**src/rtl/uart_receiver.sv**
```systemverilog
// -----------------------------------------------------------------------------
// uart_receiver
// 8N1 UART receiver. The asynchronous serial line is synchronised, each frame
// is found by its start-bit falling edge, and every bit is sampled near its
// centre. Bit timing matches the companion transmitter: BIT_CYCLES clocks per
// bit (49 at the default clock and baud rate).
//
// Optional feature, selected by the macro UART_RX_FIFO_EN:
//   undefined : each good byte is presented on RxData with a one-clock
//               dataValid pulse; RxData holds until the next good byte.
//   defined   : good bytes are pushed into a 4-entry FIFO; dataValid means
//               "FIFO not empty", RxData shows the head entry and readAck pops.
//               A byte arriving while the FIFO is full (with no pop) is
//               dropped and the sticky overrun flag is set.
//
// Ports:
//   clk        in   system clock, all logic on the rising edge
//   reset      in   synchronous active-high reset
//   RxD        in   serial input, idles high, asynchronous to clk
//   RxData     out  received byte, bit 0 is the first data bit on the line
//   dataValid  out  RxData valid (pulse, or FIFO-not-empty)
//   readAck    in   consumer pop (FIFO build only)
//   frameError out  one-clock pulse when a stop bit samples low
//   overrun    out  sticky overrun flag (FIFO build only, else 0)
//   isBusy     out  high from start-bit detection until back in IDLE
// -----------------------------------------------------------------------------
module uart_receiver #(
  parameter int CLK_FREQ    = 6_250_000,
  parameter int BAUD_RATE   = 128000,
  parameter int BIT_CYCLES  = CLK_FREQ / BAUD_RATE + 1,
  parameter int HALF_CYCLES = BIT_CYCLES / 2
) (
  input  logic       clk,
  input  logic       reset,
  input  logic       RxD,
  output logic [7:0] RxData,
  output logic       dataValid,
  input  logic       readAck,
  output logic       frameError,
  output logic       overrun,
  output logic       isBusy
);

  localparam int CNT_W = $clog2(BIT_CYCLES) + 1;
  localparam logic [CNT_W-1:0] HALF_CNT = CNT_W'(HALF_CYCLES);
  localparam logic [CNT_W-1:0] LAST_CNT = CNT_W'(BIT_CYCLES - 1);
  localparam logic [CNT_W-1:0] CNT_ONE  = CNT_W'(1);
  localparam logic [CNT_W-1:0] CNT_ZERO = CNT_W'(0);

  typedef enum logic [2:0] {
    S_IDLE      = 3'd0,
    S_START     = 3'd1,
    S_DATA      = 3'd2,
    S_STOP      = 3'd3,
    S_WAIT_HIGH = 3'd4
  } state_t;

  // Synchroniser and edge-detect history
  logic r_sync1;
  logic r_rxs;
  logic r_rxs_prev;

  // FSM and datapath registers
  state_t           r_state;
  logic [CNT_W-1:0] r_cnt;
  logic [2:0]       r_bit_idx;
  logic [7:0]       r_shreg;
  logic             r_busy;
  logic             r_frame_error;

  // Next-state / strobe wires from the combinational FSM
  state_t           w_state_next;
  logic [CNT_W-1:0] w_cnt_next;
  logic [2:0]       w_bit_idx_next;
  logic [7:0]       w_shreg_next;
  logic             w_good_byte;
  logic             w_frame_err;
  logic             w_fall;

  assign w_fall = r_rxs_prev & ~r_rxs;

  // Two-flop synchroniser on RxD plus one history flop for edge detection
  always_ff @(posedge clk) begin
    if (reset) begin
      r_sync1    <= 1'b1;
      r_rxs      <= 1'b1;
      r_rxs_prev <= 1'b1;
    end else begin
      r_sync1    <= RxD;
      r_rxs      <= r_sync1;
      r_rxs_prev <= r_rxs;
    end
  end

  // FSM state register and datapath registers
  always_ff @(posedge clk) begin
    if (reset) begin
      r_state       <= S_IDLE;
      r_cnt         <= CNT_ZERO;
      r_bit_idx     <= 3'd0;
      r_shreg       <= 8'h00;
      r_busy        <= 1'b0;
      r_frame_error <= 1'b0;
    end else begin
      r_state       <= w_state_next;
      r_cnt         <= w_cnt_next;
      r_bit_idx     <= w_bit_idx_next;
      r_shreg       <= w_shreg_next;
      r_busy        <= (w_state_next != S_IDLE);
      r_frame_error <= w_frame_err;
    end
  end

  // Next-state logic: counting, mid-bit sampling and delivery strobes
  always_comb begin
    w_state_next   = r_state;
    w_cnt_next     = r_cnt;
    w_bit_idx_next = r_bit_idx;
    w_shreg_next   = r_shreg;
    w_good_byte    = 1'b0;
    w_frame_err    = 1'b0;
    case (r_state)
      S_IDLE: begin
        if (w_fall) begin
          w_state_next = S_START;
          w_cnt_next   = CNT_ZERO;
        end else begin
          w_state_next = S_IDLE;
        end
      end
      S_START: begin
        if (r_cnt == HALF_CNT) begin
          w_cnt_next = CNT_ZERO;
          // A line that is already high again at mid-start was a glitch
          if (!r_rxs) begin
            w_state_next   = S_DATA;
            w_bit_idx_next = 3'd0;
          end else begin
            w_state_next = S_IDLE;
          end
        end else begin
          w_cnt_next = r_cnt + CNT_ONE;
        end
      end
      S_DATA: begin
        if (r_cnt == LAST_CNT) begin
          w_shreg_next[r_bit_idx] = r_rxs;
          w_cnt_next              = CNT_ZERO;
          w_bit_idx_next          = r_bit_idx + 3'd1;
          if (r_bit_idx == 3'd7) begin
            w_state_next = S_STOP;
          end else begin
            w_state_next = S_DATA;
          end
        end else begin
          w_cnt_next = r_cnt + CNT_ONE;
        end
      end
      S_STOP: begin
        if (r_cnt == LAST_CNT) begin
          w_cnt_next = CNT_ZERO;
          // Returning to IDLE here lets a back-to-back start edge be caught
          if (r_rxs) begin
            w_good_byte  = 1'b1;
            w_state_next = S_IDLE;
          end else begin
            w_frame_err  = 1'b1;
            w_state_next = S_WAIT_HIGH;
          end
        end else begin
          w_cnt_next = r_cnt + CNT_ONE;
        end
      end
      S_WAIT_HIGH: begin
        // A held-low line (break) must not look like a fresh start bit
        if (r_rxs) begin
          w_state_next = S_IDLE;
        end else begin
          w_state_next = S_WAIT_HIGH;
        end
      end
      default: begin
        w_state_next = S_IDLE;
        w_cnt_next   = CNT_ZERO;
      end
    endcase
  end

  assign isBusy     = r_busy;
  assign frameError = r_frame_error;

`ifdef UART_RX_FIFO_EN

  logic [7:0] r_fifo [0:3];
  logic [1:0] r_wr_ptr;
  logic [1:0] r_rd_ptr;
  logic [2:0] r_count;
  logic       r_overrun;

  logic w_empty;
  logic w_full;
  logic w_pop;
  logic w_push;

  assign w_empty = (r_count == 3'd0);
  assign w_full  = (r_count == 3'd4);
  assign w_pop   = readAck & ~w_empty;
  // When full, a simultaneous pop frees the slot the write lands in
  assign w_push  = w_good_byte & (~w_full | w_pop);

  // FIFO storage, wrapping pointers, occupancy and sticky overrun
  always_ff @(posedge clk) begin
    if (reset) begin
      for (int i = 0; i < 4; i++) begin
        r_fifo[i] <= 8'h00;
      end
      r_wr_ptr  <= 2'd0;
      r_rd_ptr  <= 2'd0;
      r_count   <= 3'd0;
      r_overrun <= 1'b0;
    end else begin
      if (w_push) begin
        r_fifo[r_wr_ptr] <= r_shreg;
        r_wr_ptr         <= r_wr_ptr + 2'd1;
      end else begin
        r_wr_ptr <= r_wr_ptr;
      end
      if (w_pop) begin
        r_rd_ptr <= r_rd_ptr + 2'd1;
      end else begin
        r_rd_ptr <= r_rd_ptr;
      end
      case ({w_push, w_pop})
        2'b10:   r_count <= r_count + 3'd1;
        2'b01:   r_count <= r_count - 3'd1;
        default: r_count <= r_count;
      endcase
      if (w_good_byte && w_full && !w_pop) begin
        r_overrun <= 1'b1;
      end else begin
        r_overrun <= r_overrun;
      end
    end
  end

  assign dataValid = ~w_empty;
  assign RxData    = r_fifo[r_rd_ptr];
  assign overrun   = r_overrun;

`else

  logic [7:0] r_rx_data;
  logic       r_data_valid;
  logic       w_unused_ack;

  assign w_unused_ack = readAck;

  // Output byte register and one-clock valid pulse
  always_ff @(posedge clk) begin
    if (reset) begin
      r_rx_data    <= 8'h00;
      r_data_valid <= 1'b0;
    end else begin
      if (w_good_byte) begin
        r_rx_data <= r_shreg;
      end else begin
        r_rx_data <= r_rx_data;
      end
      r_data_valid <= w_good_byte;
    end
  end

  assign RxData    = r_rx_data;
  assign dataValid = r_data_valid;
  assign overrun   = 1'b0;

`endif

endmodule

```
**config.mk**
```make
export PLATFORM = sky130hd
export DESIGN_NAME = uart_receiver
export DESIGN_NICKNAME = d
export VERILOG_FILES = /design/src/rtl/uart_receiver.sv
export SDC_FILE = /design/constraint.sdc
export NUM_CORES = 1
export LEC_CHECK = 0
export ABC_AREA = 1
export CORE_MARGIN = 1.5
export CORE_UTILIZATION = 60
export DETAILED_ROUTE_END_ITERATION = 8
export PLACE_DENSITY = 0.83
export SLEW_MARGIN = 10
export SYNTH_ARGS = -nofsm -noshare
export SYNTH_HDL_FRONTEND = slang
export SYNTH_SLANG_ARGS = --single-unit
```
**constraint.sdc**
```tcl
create_clock -name clk -period 2.9 [get_ports clk]
set_input_delay 0.58 -clock clk [delete_from_list [all_inputs] [get_ports clk]]
set_output_delay 0.58 -clock clk [all_outputs]
set_load 0.01 [all_outputs]
```
==> impl_metrics.tcl, run 1 <==
set metrics [dict create \
    outcome "complete, no violations" \
    syn_nets 224 \
    cts_setup_buffers 0 \
    maxSlewHeadroom_pct 61.6 \
    core-area_um2 2520 \
    nets 240 \
    gp_congestion 0.911 \
    grt_max_degree 21 \
    fp.dieW_um 55.1 \
    final_common_cell "nand2_1" \
    seq_area_frac_synth_pct 42.9 \
    vias 1360 \
    grt_pass1_vias 1173 \
    synthCells 216 \
    finalInstanceArea_um2 1830 \
    pwr-share-clk_pct 33.0 \
    crit_path_max_fanout 2 \
    crit_family "buffers and inverters" \
    hpwl_mm 2.20 \
    seqPwrFrac_pct 61.6 \
    dp.cells 255 \
    grt-ovfl-total 0 \
    post-synth-top-area-fraction_pct 42.9 \
    cts_tree "built" \
    ir_worst_vdd_v 0.000401 \
    setup_viol 0 \
    place_area_um2 1780 \
    ys_ff_latch 35 \
    grt_pass1_wl_mm 4.75 \
    path_class "reg -> out" \
    period_needed_ns 1.80 \
    dr.pass1.iters 4 \
    synth_cell_type_count 28 \
    rows 18 \
    switching_share_pct 23.0 \
    clk_pin_slew_ns 0.10 \
    drt-total-wl_mm 2.94 \
    die-area_um2 3040 \
    drtIter0Drc 20 \
    grt_setup_unrepaired "no" \
    placement.io_buffers 13 \
    crit_path_end_kind "output port" \
    synthToLayoutAreaGrowth_pct 12.3 \
    max_stage_delay_ns 0.54 \
    fin_cells 262 \
    boundaryPins 16 \
    drive_above_1_share_pct 12.9 \
    clock_latency_ns 0.32 \
    synth.area.top_cells "dfxtp_1, nand2_1, inv_1" \
    netlist_area_um2 1630 \
    p_sw_uw 183 \
    syn_avg_cell_area_um2 7.55 \
    leakage_uw 0.000741 \
    diodes 0 \
    via_per_inst 5.19 \
    fillerInstances 212 \
    grt_use_total_pct 21.8 \
    min_path_type "reg -> reg" \
    yosysWarnings 0 \
    synth_area_leader_cell "dfxtp_1" \
    cts_resized 0 \
    cp.arrival_ns 1.22 \
    path_buf_inv 1 \
    drc_errors 0 \
    cap_violations 0 \
    final_cell_mix "nand2_1, dfxtp_1, inv_1, nor2_1, a21oi_1" \
    cp_slowest_cell "clkdlybuf4s50_1" \
    hold_violations 0 \
    holdWs_ns 0.433 \
    fin_skew_ns 0.00569 \
    timing.fmax_mhz 557 \
    drtAntennaViolNets 0 \
    cp-start-kind "register" \
    cts_sinks 35 \
    htreeDepth 2 \
    fin_crit_sh_pct 61.9 \
    initial_core_util_pct 64.7 \
    p_comb_share_pct 5.4 \
    wl_per_cell_um 11.2 \
    antenna_found_initial 0 \
    powerDensity_nw_per_um2 433 \
    crit_chain "clkdlybuf4s50_1" \
    worst_pin_slew_ns 0.575 \
    fp.dieH_um 55.1 \
    cts_hold_buf 0 \
    cp.required_ns 2.32 \
    internal_power_uw 612 \
    clockRootBuffer "clkbuf_4" \
    setup_tns_ns 0 \
    maxSlewViolCount 0 \
    cts_buffers 5 \
    cts.path.max_buffers 2 \
]
-- cells by family after synthesis --
| kind of cell | count (synthesis) | synth area share, % |
|---|---|---|
| compound gates | 32 | 10.5 |
| fa+ha+maj | 4 | 3.07 |
| xor+xnor | 4 | 2.15 |
| buf+inv | 38 | 9.59 |
| other cells | 1 | 0.230 |
| simple gates | 102 | 31.5 |
| flops | 35 | 42.9 |
-- final timing paths --
| check | startpoint | end | slack [ns] | depth (start not counted) |
|---|---|---|---|---|
| max reg2reg | r_cnt[0] | isBusy | 1.41 | 11 |
| min reg2reg | r_sync1 | r_rxs | 0.43 | 1 |
| max | RxData[4] | RxData[4] | 1.10 | 1 |
| min | r_sync1 | r_rxs | 0.43 | 1 |
-- Yosys cell counts --
cell type / count
a21oi_1: 16
a21oi_2: 2
buf_4: 1
buf_6: 1
clkbuf_1: 3
clkinv_2: 2
conb_1: 1
dfxtp_1: 35
ha_1: 4
inv_1: 28
inv_2: 3
nand2_1: 45
nand2_2: 3
nand3_1: 10
nand3_2: 1
nand3_4: 3
nand4_1: 6
nor2_1: 23
nor2_2: 1
nor2_4: 1
nor2_8: 1
nor3_1: 4
nor3_2: 2
o21ai_0: 11
o21ai_1: 2
o21ai_2: 1
or2_2: 2
xor2_1: 4
-- through the flow --
step | util (%) | worst slack, ns | power [uW]
CTS | 72.7 | 1.10 | 798
global placement | 70.4 | 0.993 | 542
floorplan | - | 1.51 | 532
detailed placement | 70.4 | 0.961 | 543
finish | 72.7 | 1.10 | 794
global route | 72.7 | 1.06 | 821
-- state kept, by name, summed over array words and instances (netlist names) --
| name | cells |
|---|---|
| RxData | 8 |
| frameError | 1 |
| r_rxs | 1 |
| r_state | 3 |
| r_cnt | 7 |
| r_shreg | 8 |
| r_sync1 | 1 |
| r_bit_idx | 3 |
| dataValid | 1 |
| isBusy | 1 |
| r_rxs_prev | 1 |
-- power by group through the flow --
stage / combinational, uW / clock (uW) / sequential [uW]
6_report: 42.7 / 262 / 490
5_1_grt: 47.5 / 284 / 490
4_1_cts: 42.6 / 266 / 489
3_5_place_dp: 42.3 / 0 / 500
3_3_place_gp: 41.4 / 0 / 500
2_1_floorplan: 31.9 / 0 / 500
-- routing by layer --
layer | global-route usage, % | part of all wire [%]
met5 | 0 | 0
met4 | 9.35 | 1.3
met3 | 4.84 | 3.5
met2 | 35.9 | 47
met1 | 27.4 | 48
-- final cells by class --
cell class | instances | area, um^2 | share of cell area, %
well taps | 30 | 37.5 | 2.05
clock buffers | 6 | 51.3 | 2.80
clock inverters | 1 | 5.00 | 0.273
multi-input cells | 143 | 774 | 42.3
flip-flops and latches | 35 | 701 | 38.2
repair buffers | 14 | 138 | 7.51
inverters | 33 | 126 | 6.89
Power figures use the tool's default switching activity.
==> inputs of run 2 (changes only) <==
--- a/config.mk
+++ b/config.mk
@@ -7,9 +7,9 @@
 export LEC_CHECK = 0
 export ABC_AREA = 1
 export CORE_MARGIN = 1.5
-export CORE_UTILIZATION = 60
+export CORE_UTILIZATION = 55
 export DETAILED_ROUTE_END_ITERATION = 8
-export PLACE_DENSITY = 0.83
+export PLACE_DENSITY = 0.77
 export SLEW_MARGIN = 10
 export SYNTH_ARGS = -nofsm -noshare
 export SYNTH_HDL_FRONTEND = slang
==> constraint.sdc (replaced) <==
create_clock -name clk -period 1.8 [get_ports clk]
set_input_delay 0.36 -clock clk [delete_from_list [all_inputs] [get_ports clk]]
set_output_delay 0.36 -clock clk [all_outputs]
set_load 0.01 [all_outputs]
==> impl_metrics.tcl, run 2 (synthesis results as in run 1) <==
set metrics [dict create \
    maxSlewViolCount 0 \
    hold_violations 0 \
    placement.io_buffers 13 \
    final_cell_mix "nand2_1, dfxtp_1, inv_1, nor2_1, a21oi_1" \
    ir_worst_vdd_v 0.000691 \
    drt-total-wl_mm 2.92 \
    fp.dieH_um 57.5 \
    initial_core_util_pct 58.7 \
    synthToLayoutAreaGrowth_pct 14.1 \
    fin_crit_sh_pct 87.7 \
    path_class "reg -> out" \
    endpoint "RxData[4]" \
    setup_tns_ns 0 \
    drc_errors 0 \
    cts_buffers 5 \
    r2r-start "r_cnt[0]" \
    vias 1365 \
    via_per_inst 5.13 \
    clock_latency_ns 0.33 \
    cap_violations 0 \
    max_stage_delay_ns 0.54 \
    rr_endpoint "r_cnt[6]" \
    cp.arrival_ns 1.22 \
    htreeDepth 2 \
    ff2ff_path_depth 9 \
    antenna_found_initial 0 \
    grt_max_degree 18 \
    grt-ovfl-total 0 \
    wl_per_cell_um 11.0 \
    cts_setup_buffers 0 \
    grt_setup_unrepaired "no" \
    fp.dieW_um 57.5 \
    clockRootBuffer "clkbuf_4" \
    period_needed_ns 1.58 \
    crit_path_max_fanout 2 \
    die-area_um2 3300 \
    core-area_um2 2780 \
    grt_pass1_wl_mm 5.24 \
    place_area_um2 1790 \
    powerDensity_nw_per_um2 719 \
    fin_cells 266 \
    fin_skew_ns 0.0144 \
    crit_chain "clkdlybuf4s50_1" \
    leakage_uw 0.000755 \
    drive_above_1_share_pct 13.6 \
    hpwl_mm 2.22 \
    cp-start-kind "register" \
    cts_sinks 35 \
    boundaryPins 16 \
    finalInstanceArea_um2 1860 \
    drtIter0Drc 29 \
    cts_hold_buf 0 \
    min_path_type "reg -> reg" \
    rrSetupSlack_ns 0.28 \
    rows 19 \
    cp_slowest_cell "clkdlybuf4s50_1" \
    dp.cells 258 \
    path_buf_inv 1 \
    cp.depth 1 \
    dr.pass1.iters 4 \
    timing.fmax_mhz 633 \
    grt_pass1_vias 1242 \
    clk_pin_slew_ns 0.10 \
    cp-startpoint "RxData[4]" \
    cp.required_ns 1.44 \
    drtAntennaViolNets 0 \
    crit_path_end_kind "output port" \
    cts_resized 0 \
    cts_tree "built" \
    diodes 0 \
    nets 242 \
    crit_family "buffers and inverters" \
    setup_viol 0 \
    outcome "complete, no violations" \
    grt_use_total_pct 20.4 \
    gp_congestion 0.856 \
    final_common_cell "nand2_1" \
    cts.path.max_buffers 2 \
]
run 2: changes by cell type in the layout (fill, tap and decap cells not counted), sizes merged:
cell    before  now
buf          1    3
clkinv       3    2
clkbuf       6    8
run 2: power breakdown:
part / switching, uW / internal [uW] / leakage [uW]
clock network: 247 / 230 / 0.0000386
logic: 46.7 / 26.3 / 0.000434
registers: 7.28 / 781 / 0.000283
run 2: layout make-up:
cell class | count | area [um^2]
Tap cell | 31 | 38.8
Timing Repair Buffer | 16 | 153
Multi-Input combinational cell | 143 | 774
Inverter | 33 | 126
Sequential cell | 35 | 701
Fill cell | 238 | 920
Clock buffer | 8 | 68.8
run 2: layer usage:
| layer | part of all wire [%] | track usage (%) |
|---|---|---|
| met3 | 3.9 | 6.12 |
| met5 | 0 | 0 |
| met2 | 49 | 32.1 |
| met1 | 46 | 26.4 |
| met4 | 1.4 | 7.31 |
run 2: how the worst min path moves through the flow:
stage / end / cells after the start / startpoint
after floorplan: r_rxs / 1 / r_sync1
after global placement: r_rxs / 1 / r_sync1
after detailed placement: r_rxs / 1 / r_sync1
after CTS: r_rxs / 1 / r_sync1
after global routing: RxData[1] / 2 / RxData[1]
final: r_rxs / 1 / r_sync1
run 2: metrics by stage:
| step | worst slack (ns) | hold slack (ns) | util [%] | total power, uW |
|---|---|---|---|---|
| after detailed placement | 0.301 | 0.412 | 64.5 | 879 |
| after floorplan | 0.506 | 0.389 | - | 857 |
| after global routing | 0.0865 | 0.470 | 66.9 | 1390 |
| after global placement | 0.391 | 0.399 | 64.5 | 876 |
| final | 0.221 | 0.434 | 66.9 | 1340 |
| after CTS | 0.215 | 0.442 | 66.9 | 1350 |
==> inputs of run 3 (changes only) <==
--- a/config.mk
+++ b/config.mk
@@ -6,7 +6,6 @@
 export NUM_CORES = 1
 export LEC_CHECK = 0
 export ABC_AREA = 1
-export CORE_MARGIN = 1.5
 export CORE_UTILIZATION = 55
 export DETAILED_ROUTE_END_ITERATION = 8
 export PLACE_DENSITY = 0.77
==> impl_metrics.tcl, run 3 (synthesis results as in run 1) <==
set metrics [dict create \
    outcome "complete, no violations" \
    crit_path_end_kind "output port" \
    min_path_type "reg -> reg" \
    rows 19 \
    ir_worst_vdd_v 0.000660 \
    cts_sinks 35 \
    drive_above_1_share_pct 13.2 \
    crit_family "buffers and inverters" \
    clk_pin_slew_ns 0.11 \
    cap_violations 0 \
    power_uw 1270 \
    cts.path.max_buffers 2 \
    grt_pass1_wl_mm 5.09 \
    clock_latency_ns 0.34 \
    cts_hold_buf 0 \
    synthToLayoutAreaGrowth_pct 13.0 \
    path_buf_inv 1 \
    drt-total-wl_mm 2.93 \
    cp_slowest_cell "clkdlybuf4s50_1" \
    powerDensity_nw_per_um2 688 \
    gp_congestion 0.874 \
    cts_buffers 5 \
    fp.dieH_um 56.5 \
    drtAntennaViolNets 0 \
    clockRootBuffer "clkbuf_4" \
    drc_errors 0 \
    final_common_cell "nand2_1" \
    htreeDepth 2 \
    fillerInstances 247 \
    crit_path_max_fanout 2 \
    final_util_pct 66.3 \
    fp.dieW_um 56.5 \
    core-area_um2 2780 \
    cp.arrival_ns 1.23 \
    dr.pass1.iters 4 \
    cp-start-kind "register" \
    nets 242 \
    path_class "reg -> out" \
    wl_per_cell_um 11.0 \
    grt_max_degree 18 \
    final_cell_mix "nand2_1, dfxtp_1, inv_1, nor2_1, a21oi_1" \
    drtIter0Drc 29 \
    die-area_um2 3190 \
    setup_viol 0 \
    grt-ovfl-total 0 \
    fin_crit_sh_pct 88.2 \
    placement.io_buffers 13 \
    vias 1342 \
    maxSlewViolCount 0 \
    antenna_found_initial 0 \
    grt_setup_unrepaired "no" \
    period_needed_ns 1.59 \
    grt_pass1_vias 1228 \
    cts_setup_buffers 0 \
    leakage_uw 0.000746 \
    crit_chain "clkdlybuf4s50_1" \
    grt_use_total_pct 21.1 \
    timing.fmax_mhz 630 \
    hpwl_mm 2.16 \
    hold_violations 0 \
    max_stage_delay_ns 0.54 \
    initial_core_util_pct 58.7 \
    cp.required_ns 1.44 \
    boundaryPins 16 \
    diodes 0 \
    fin_skew_ns 0.00799 \
    setup_tns_ns 0 \
    via_per_inst 5.05 \
    cts_resized 0 \
    cts_tree "built" \
    holdWs_ns 0.427 \
]
## run 3: cell types whose count changed in the layout (fill, tap and decap cells not counted)
cell      delta
clkbuf_1     +1
clkinv_2     +1
clkbuf_8     -2
## run 3: path summary, 6_finish.rpt
path / cells past startpoint / startpoint / end / slack (ns)
hold reg to reg: 1 / r_sync1 / r_rxs / 0.43
setup / recovery: 1 / RxData[0] / RxData[0] / 0.21
hold / removal: 1 / r_sync1 / r_rxs / 0.43
setup reg to reg: 11 / r_cnt[0] / isBusy / 0.31
## run 3: per-stage QoR
step                cell area [um^2]  worst slack (ns)  std cells
global route                    1840            0.0976        266
global placement                1790             0.308        258
finish                          1840             0.213        266
detailed placement              1790             0.282        258
CTS                             1840             0.200        266
floorplan                       1630             0.506        216
## run 3: final cells by class
class | instances | area (um^2) | area share, %
Tap cell | 31 | 38.8 | 2.10
Inverter | 33 | 126 | 6.86
Clock inverter | 1 | 5.00 | 0.272
Multi-Input combinational cell | 143 | 774 | 42.0
Clock buffer | 7 | 45.0 | 2.44
Timing Repair Buffer | 16 | 153 | 8.28
Sequential cell | 35 | 701 | 38.0
## run 3: per-layer routing
metal	track usage, %	part of all wire [%]
met5	0	0
met4	12.2	2.5
met3	5.53	3.2
met2	33.3	46
met1	25.8	48
## run 3: power breakdown
part | switching (uW) | internal (uW) | leakage [uW] | total (uW)
Sequential | 6.98 | 781 | 0.000283 | 788
Clock | 256 | 152 | 0.0000293 | 408
Combinational | 46.2 | 26.0 | 0.000434 | 72.2
